`src/rtl/lane_gene_streamer.sv`:
```
// lane_gene_streamer: transmit end of the lane gene-stream interface.
// Reads one genome from a single-port synchronous memory. Node genes come first, then
// connection genes. It drives the lane inputs one gene per cycle, and owns the per-gene
// LFSR that feeds `random`.
//
// Ports:
//   clk, rst_n         clock (rising edge), asynchronous active-low reset
//   start              begin one genome; sampled in idle only
//   node_cnt, conn_cnt gene counts, latched on accepted start
//   stall              downstream backpressure; blocks new reads
//   mem_rd_en/mem_addr memory read strobe and address (data returns one cycle later)
//   mem_rd_data        memory read data
//   state              lane tag: 00 node gene, 10 connection gene, 01 bubble
//   gene_out, random   gene and its random value for the lane
//   busy, done         busy from accepted start until done; done is a one-cycle pulse
//   chksum             XOR of the genes emitted in the current genome
//                      (only present when LANE_STREAM_CHKSUM_EN is defined)
module lane_gene_streamer #(
  parameter int unsigned GENE_SZ   = 64,
  parameter int unsigned ATTR_SZ   = 8,
  parameter int unsigned ADDR_SZ   = 8,
  parameter int unsigned GAP_CYC   = 1,
  parameter logic [7:0]  LFSR_SEED = 8'hA5
) (
  input  logic               clk,
  input  logic               rst_n,
  input  logic               start,
  input  logic [ADDR_SZ-1:0] node_cnt,
  input  logic [ADDR_SZ-1:0] conn_cnt,
  input  logic               stall,
  output logic               mem_rd_en,
  output logic [ADDR_SZ-1:0] mem_addr,
  input  logic [GENE_SZ-1:0] mem_rd_data,
  output logic [1:0]         state,
  output logic [GENE_SZ-1:0] gene_out,
  output logic [ATTR_SZ-1:0] random,
  output logic               busy,
  output logic               done
`ifdef LANE_STREAM_CHKSUM_EN
  ,
  output logic [GENE_SZ-1:0] chksum
`endif
);

  localparam logic [7:0] Seed    = (LFSR_SEED == 8'h00) ? 8'h01 : LFSR_SEED;
  localparam logic [3:0] GapLast = 4'(GAP_CYC - 1);

  typedef enum logic [2:0] {StIdle, StNode, StGap, StConn, StDrain, StFin} st_e;

  st_e                st_q, st_d;
  logic [ADDR_SZ-1:0] idx_q, idx_d;
  logic [ADDR_SZ-1:0] node_q, node_d;
  logic [ADDR_SZ-1:0] conn_q, conn_d;
  logic [3:0]         gap_q, gap_d;

  logic               rd_v_q;     // read issued last cycle; data lands this cycle
  logic               rd_conn_q;  // that read belongs to the connection phase
  logic [1:0]         state_q;
  logic [GENE_SZ-1:0] gene_q;
  logic [7:0]         lfsr_q;
  logic [7:0]         lfsr_next;

  // State register
  always_ff @(posedge clk or negedge rst_n) begin
    if (!rst_n) begin
      st_q   <= StIdle;
      idx_q  <= '0;
      node_q <= '0;
      conn_q <= '0;
      gap_q  <= '0;
    end else begin
      st_q   <= st_d;
      idx_q  <= idx_d;
      node_q <= node_d;
      conn_q <= conn_d;
      gap_q  <= gap_d;
    end
  end

  // Next-state logic
  always_comb begin
    st_d   = st_q;
    idx_d  = idx_q;
    node_d = node_q;
    conn_d = conn_q;
    gap_d  = gap_q;
    unique case (st_q)
      StIdle: begin
        if (start) begin
          node_d = node_cnt;
          conn_d = conn_cnt;
          idx_d  = '0;
          gap_d  = '0;
          st_d   = (node_cnt != '0) ? StNode : StGap;
        end
      end
      StNode: begin
        if (!stall) begin
          if (idx_q == node_q - ADDR_SZ'(1)) begin
            idx_d = '0;
            st_d  = StGap;
          end else begin
            idx_d = idx_q + ADDR_SZ'(1);
          end
        end
      end
      // No reads while here, so exactly GAP_CYC bubbles separate the two phases.
      StGap: begin
        if (gap_q == GapLast) begin
          gap_d = '0;
          st_d  = (conn_q != '0) ? StConn : StDrain;
        end else begin
          gap_d = gap_q + 4'd1;
        end
      end
      StConn: begin
        if (!stall) begin
          if (idx_q == conn_q - ADDR_SZ'(1)) begin
            idx_d = '0;
            st_d  = StDrain;
          end else begin
            idx_d = idx_q + ADDR_SZ'(1);
          end
        end
      end
      StDrain: begin
        if (!rd_v_q) st_d = StFin;
      end
      StFin:   st_d = StIdle;
      default: st_d = StIdle;
    endcase
  end

  // FSM outputs
  always_comb begin
    mem_rd_en = 1'b0;
    mem_addr  = '0;
    busy      = 1'b1;
    done      = 1'b0;
    unique case (st_q)
      StIdle: busy = 1'b0;
      StNode: begin
        mem_rd_en = !stall;
        mem_addr  = idx_q;
      end
      StConn: begin
        mem_rd_en = !stall;
        mem_addr  = node_q + idx_q;  // wraps modulo 2^ADDR_SZ
      end
      StFin: begin
        busy = 1'b0;
        done = 1'b1;
      end
      default: ;
    endcase
  end

  assign lfsr_next = {1'b0, lfsr_q[7:1]} ^ (lfsr_q[0] ? 8'hB8 : 8'h00);

  // Emit pipeline: read at t, data at t+1, registered onto the lane at the t+2 edge.
  always_ff @(posedge clk or negedge rst_n) begin
    if (!rst_n) begin
      rd_v_q    <= 1'b0;
      rd_conn_q <= 1'b0;
      state_q   <= 2'b01;
      gene_q    <= '0;
      lfsr_q    <= Seed;
    end else begin
      rd_v_q    <= mem_rd_en;
      rd_conn_q <= (st_q == StConn);
      if (rd_v_q) begin
        gene_q  <= mem_rd_data;
        state_q <= rd_conn_q ? 2'b10 : 2'b00;
      end else begin
        gene_q  <= '0;
        state_q <= 2'b01;
      end
      // The current value goes out with the gene, then advances for the next one.
      if (!state_q[0]) lfsr_q <= lfsr_next;
    end
  end

  assign state    = state_q;
  assign gene_out = gene_q;
  assign random   = ATTR_SZ'(lfsr_q);

`ifdef LANE_STREAM_CHKSUM_EN
  logic [GENE_SZ-1:0] chk_q;

  always_ff @(posedge clk or negedge rst_n) begin
    if (!rst_n) begin
      chk_q <= '0;
    end else if (st_q == StIdle && start) begin
      chk_q <= '0;
    end else if (rd_v_q) begin
      chk_q <= chk_q ^ mem_rd_data;
    end
  end

  assign chksum = chk_q;
`endif

endmodule

```
`config.mk`:
```
export PLATFORM = sky130hd
export DESIGN_NAME = lane_gene_streamer
export DESIGN_NICKNAME = d
export VERILOG_FILES = /design/src/rtl/lane_gene_streamer.sv
export SDC_FILE = /design/constraint.sdc
export NUM_CORES = 1
export LEC_CHECK = 0
export ABC_AREA = 1
export CAP_MARGIN = 15
export CORE_MARGIN = 2
export CORE_UTILIZATION = 50
export DETAILED_ROUTE_END_ITERATION = 8
export PLACE_DENSITY = 0.85
export SLEW_MARGIN = 20
export SYNTH_ARGS = -nofsm -noshare
export SYNTH_HDL_FRONTEND = slang
export SYNTH_SLANG_ARGS = --single-unit
```
`constraint.sdc`:
```
create_clock -name clk -period 2.9 [get_ports clk]
set_input_delay 0.29 -clock clk [delete_from_list [all_inputs] [get_ports clk]]
set_output_delay 0.29 -clock clk [all_outputs]
set_load 0.01 [all_outputs]
```
# == Yosys cells after proc, flatten, opt, wreduce, memory -nomap -nowiden ==
# Cells that the tools add are included.
# totals
output_inout_bits,85
wordCells,70
reg_bits,107
in_bits,84
# op_classes
n_eq_ne,14
bitwise,1
muxes,27
addsub,5
reduce_logical,13
# op_table
op,n
two-way mux 64 bit,1
two-way mux 8 bit,6
two-way mux 3 bit,8
case mux 8 bit (3 select lines),1
equality test 8 bit,2
case mux 8 bit (2 select lines),1
nonzero test 8 bit,2
subtractor 8 x 1 -> 8 bit (second input constant),2
case mux 3 bit (5 select lines),1
!= test 2 bit (second input constant),7
adder 8 x 1 -> 8 bit (second input constant),1
adder 8 bit,1
two-way mux 4 bit,2
case mux 4 bit (2 select lines),1
XOR 7 x 8 -> 8 bit,1
AND reduction 7 bit,1
equality test 3 x 2 -> 1 bit (second input constant),2
equality test 3 bit (second input constant),2
two-way mux 2 bit,3
adder 4 x 1 -> 4 bit (second input constant),1
zero test 4 bit,1
AND reduction 2 bit,2
AND reduction 4 bit,1
OR reduction 2 bit,2
other kinds (6),8

# == Depth between registers and ports, before layout ==
# logic_depth
ltp_word,5
mapped_depth,14
depth_no_buf,14

# == Worst setup path before layout ==
# No wires, ideal clock.
# synth_path
path_type,flip-flop to output port
from,reg idx_q[0]
to,out mem_addr[6]
arrival_time_ps,1670
slack_ps,940
path_stages_with_launch,13
required_time_ps,2610
path_buffers,0
path_cell_list,dfrtp_1 ha_1 inv_1 fa_1 inv_1 nand3_1 nand2_1 nand2_1 nand2_1 a21o_1 a21oi_1 o21ai_1 o21ai_0
# synth_via
elab_chain_len,2
# synth_lines
item,line,text
"start, declared",51,"logic [ADDR_SZ-1:0] idx_q, idx_d;"
"start signal, assigned",73,idx_q <= idx_d;
adder 8 bit,148,mem_addr = node_q + idx_q;
case mux 8 bit (2 select lines),140,unique case (st_q)
"end, declared",32,"output logic [ADDR_SZ-1:0] mem_addr,"
# No other way between the ends.

# == Worst setup path in the final report ==
# layout_path
from,reg idx_q[2]
to,out mem_addr[5]
# The elaborated chain is that of the path after synthesis.

==> impl_metrics.yaml <==
power:
  ir_drop_uv: 435
  p_leak_nw: 3.87
  power_density_nw_per_um2: 812
clock_network:
  clk_pin_slew_ns: 0.10
  clock_path_buffers: 2
  htree_levels: 3
  cts-root-buf: "clkbuf_8"
  cts_tree: "yes"
  cts_buffers: 9
  cts_sinks: 107
  clock_latency_ns: 0.37
setup_path:
  crit_type: "reg2out"
  arrival_ns: 2.45
  endpoint_kind: "primary output"
  slowest_delay_ns: 0.57
  crit_path_frequent_cell: "nand2_1"
  critical_path.top_delay_family: "buffers and inverters"
  worstPathRequired_ns: 2.61
  timing.critical_path.buf_inv: 1
  worstPathMaxFanout: 7
  crit_chain: "ha_4 > a21oi_1 > nand2_1 > nand2_1 > nand2_1 > a21oi_1 > xor2_1 > o22ai_1 > clkdlybuf4s50_1"
  worstSetupStartpointType: "flip-flop"
  critPathSlowestCell: "clkdlybuf4s50_1"
place:
  placed_cell_area_sq_um: 6830
  portBuffers: 168
  post-place-ws_ns: 0.292
  place_congestion: 0.918
  numPlacedInstances: 899
  dp_hpwl_microns: 9920
floorplan:
  core_sq_um: 9770
  die_width_microns: 104
  io_pins: 169
  fp.dieArea_sq_um: 10900
  num_rows: 36
  start_util: 0.515
  die_h_microns: 104
final_layout:
  layout.nets: 880
  design_area_sq_um: 7070
  final_cells: 920
  drive_gt1_frac: 0.0712
  syn_to_final_growth_pct: 40.6
  mostFrequentLayoutCell: "nand2_1"
  final_cell_mix: "173 x nand2_1, 166 x clkdlybuf4s50_1, 130 x inv_1"
  antennaDiodeCount: 0
sta:
  worst_slack_ns: 0.159
  slew_violations: 0
  rsz0062_at_grt: "no"
  fmax_ghz: 0.365
  hold_viol: 0
  fin_tns_setup_ns: 0
  layout_min_cycle_time_ns: 2.74
  min_period_over_period: 0.945
  skew_ns: 0.00632
  tightest_slew_ns: 0.496
  finalSetupViolations: 0
  max-slew-margin-rel: 0.670
min_path:
  hold_class: "in2async"
status:
  status: "completed"
yosys:
  synth_cells: 611
  synth.area.top_cells: "dfrtp_1 51%, nand2_1 13%, inv_1 9.7%"
  synth_seq_cells: 107
  synth_top_area_share: 0.507
  synth_largest_area_cell: "dfrtp_1"
  synth.distinct_cells: 35
  yosysWarnings: 0
  seq_area_frac_synth: 0.533
  syn_nets: 709
  syn_area_sq_um: 5030
  syn_area_per_cell_sq_um: 8.24
drt:
  avgRoutedWirePerCell_microns: 13.9
  postRouteAntennaNets: 0
  post-route-drc-count: 0
  drtIter0Drc: 177
  num_vias: 4445
  dr.pass1.iters: 4
  drt_wl_total_microns: 12800
  viasPerCell: 4.83
global_route:
  grt_max_degree: 71
  antenna_found_initial: 0
  grt_overflow: 0
  grt_pass1_wl_microns: 20800
  grt_usage: 0.238
  first_global_vias: 4402
flow_run:
  cap_violations: 0
==> area by class of cell <==
class	count	area (sq um)
fillers	726	2700
clock inverters	5	36.3
multi-input cells	348	1750
repair buffers	176	1750
inverters	140	526
clock buffers	11	151
flip-flops and latches	107	2690
well taps	133	166
==> final timing paths <==
path	start	to	cells after the start	slack (ns)
setup / recovery	idx_q[2]	mem_addr[5]	9	0.16
hold / removal	rst_n	node_q[4]	2	0.42
setup reg to reg	node_q[0]	idx_q[5]	14	0.83
hold reg to reg	rd_conn_q	state[1]	2	0.45
max in group asynchronous	rst_n	random[2]	3	1.72
min in group clk	mem_rd_data[63]	gene_out[63]	3	0.43
==> stage by stage <==
stage,power (mW),hold WS (ns),utilization
after global placement,4.71,0.283,0.699
after global routing,6.16,0.447,0.724
after CTS,5.72,0.429,0.720
after detailed placement,4.85,0.290,0.699
final,5.74,0.419,0.724
after floorplan,3.78,-0.00559,-
==> registers in the layout (all words and copies together) (netlist names) <==
signal / flops
conn_q: 8
rd_conn_q: 1
gene_out: 64
idx_q: 8
node_q: 8
state: 2
st_q: 3
random: 8
rd_v_q: 1
gap_q: 4
==> report_power, final <==
group	leakage, nW	total [mW]	switching, mW	internal, mW
clock network	0.0880	0.868	0.507	0.361
registers	1.41	2.23	0.337	1.90
logic	2.38	2.64	1.46	1.18
total	3.87	5.74	2.30	3.44
==> cells by family after synthesis <==
logic type / after synthesis / synth area share
xor gates and xnor gates: 16 / 0.0278
DFF: 107 / 0.533
muxes: 1 / 0.00224
adders and majority gates: 14 / 0.0363
buffers and inverters: 156 / 0.121
and+or+nand+nor: 264 / 0.222
AOI/OAI and AO/OA: 53 / 0.0574
==> Yosys cell counts <==
cell,instances
xor2_1,8
nand3_1,27
nand2_4,2
nand3_2,1
mux2_2,1
nand2_2,3
o21ai_0,25
ha_1,13
nor4_1,1
clkinv_1,2
nor3_2,2
or2_2,1
nor3_1,4
nor2_2,3
nand2_1,173
a21oi_1,14
a21o_1,1
o32ai_1,1
buf_4,5
buf_2,2
dfstp_2,5
inv_2,8
nand4_1,8
fa_1,1
nor2_4,2
o31ai_1,1
dfrtp_1,102
nor2_1,37
o21ai_1,2
buf_1,1
xnor2_1,8
o22ai_1,6
clkbuf_1,8
inv_1,130
o211ai_1,3
==> per-layer routing <==
layer  vias up  GRT usage  routed length, microns
li1       2164          -                       -
met1      2070      0.272                    5050
met4         0      0.105                     316
met2       178      0.435                    6580
met3        33     0.0414                     867
met5         -          0                       0
==> worst reg2reg max path, delay by kind of cell, from the launching register on <==
kind / cells / cell delay, ns
simple gates: 10 / 1.00
flops: 1 / 0.39
buf+inv: 3 / 0.32
fa+ha+maj: 1 / 0.26
==> timing repair <==
action | in CTS | in global routing
hold buffers | 1 | 0
endpoints found under the setup margin | 1 | 3
hold endpoints to repair | 37 | 0
buffers inserted | 1 | 3
resized for setup | 2 | 2
Power figures use the tool's default switching activity.
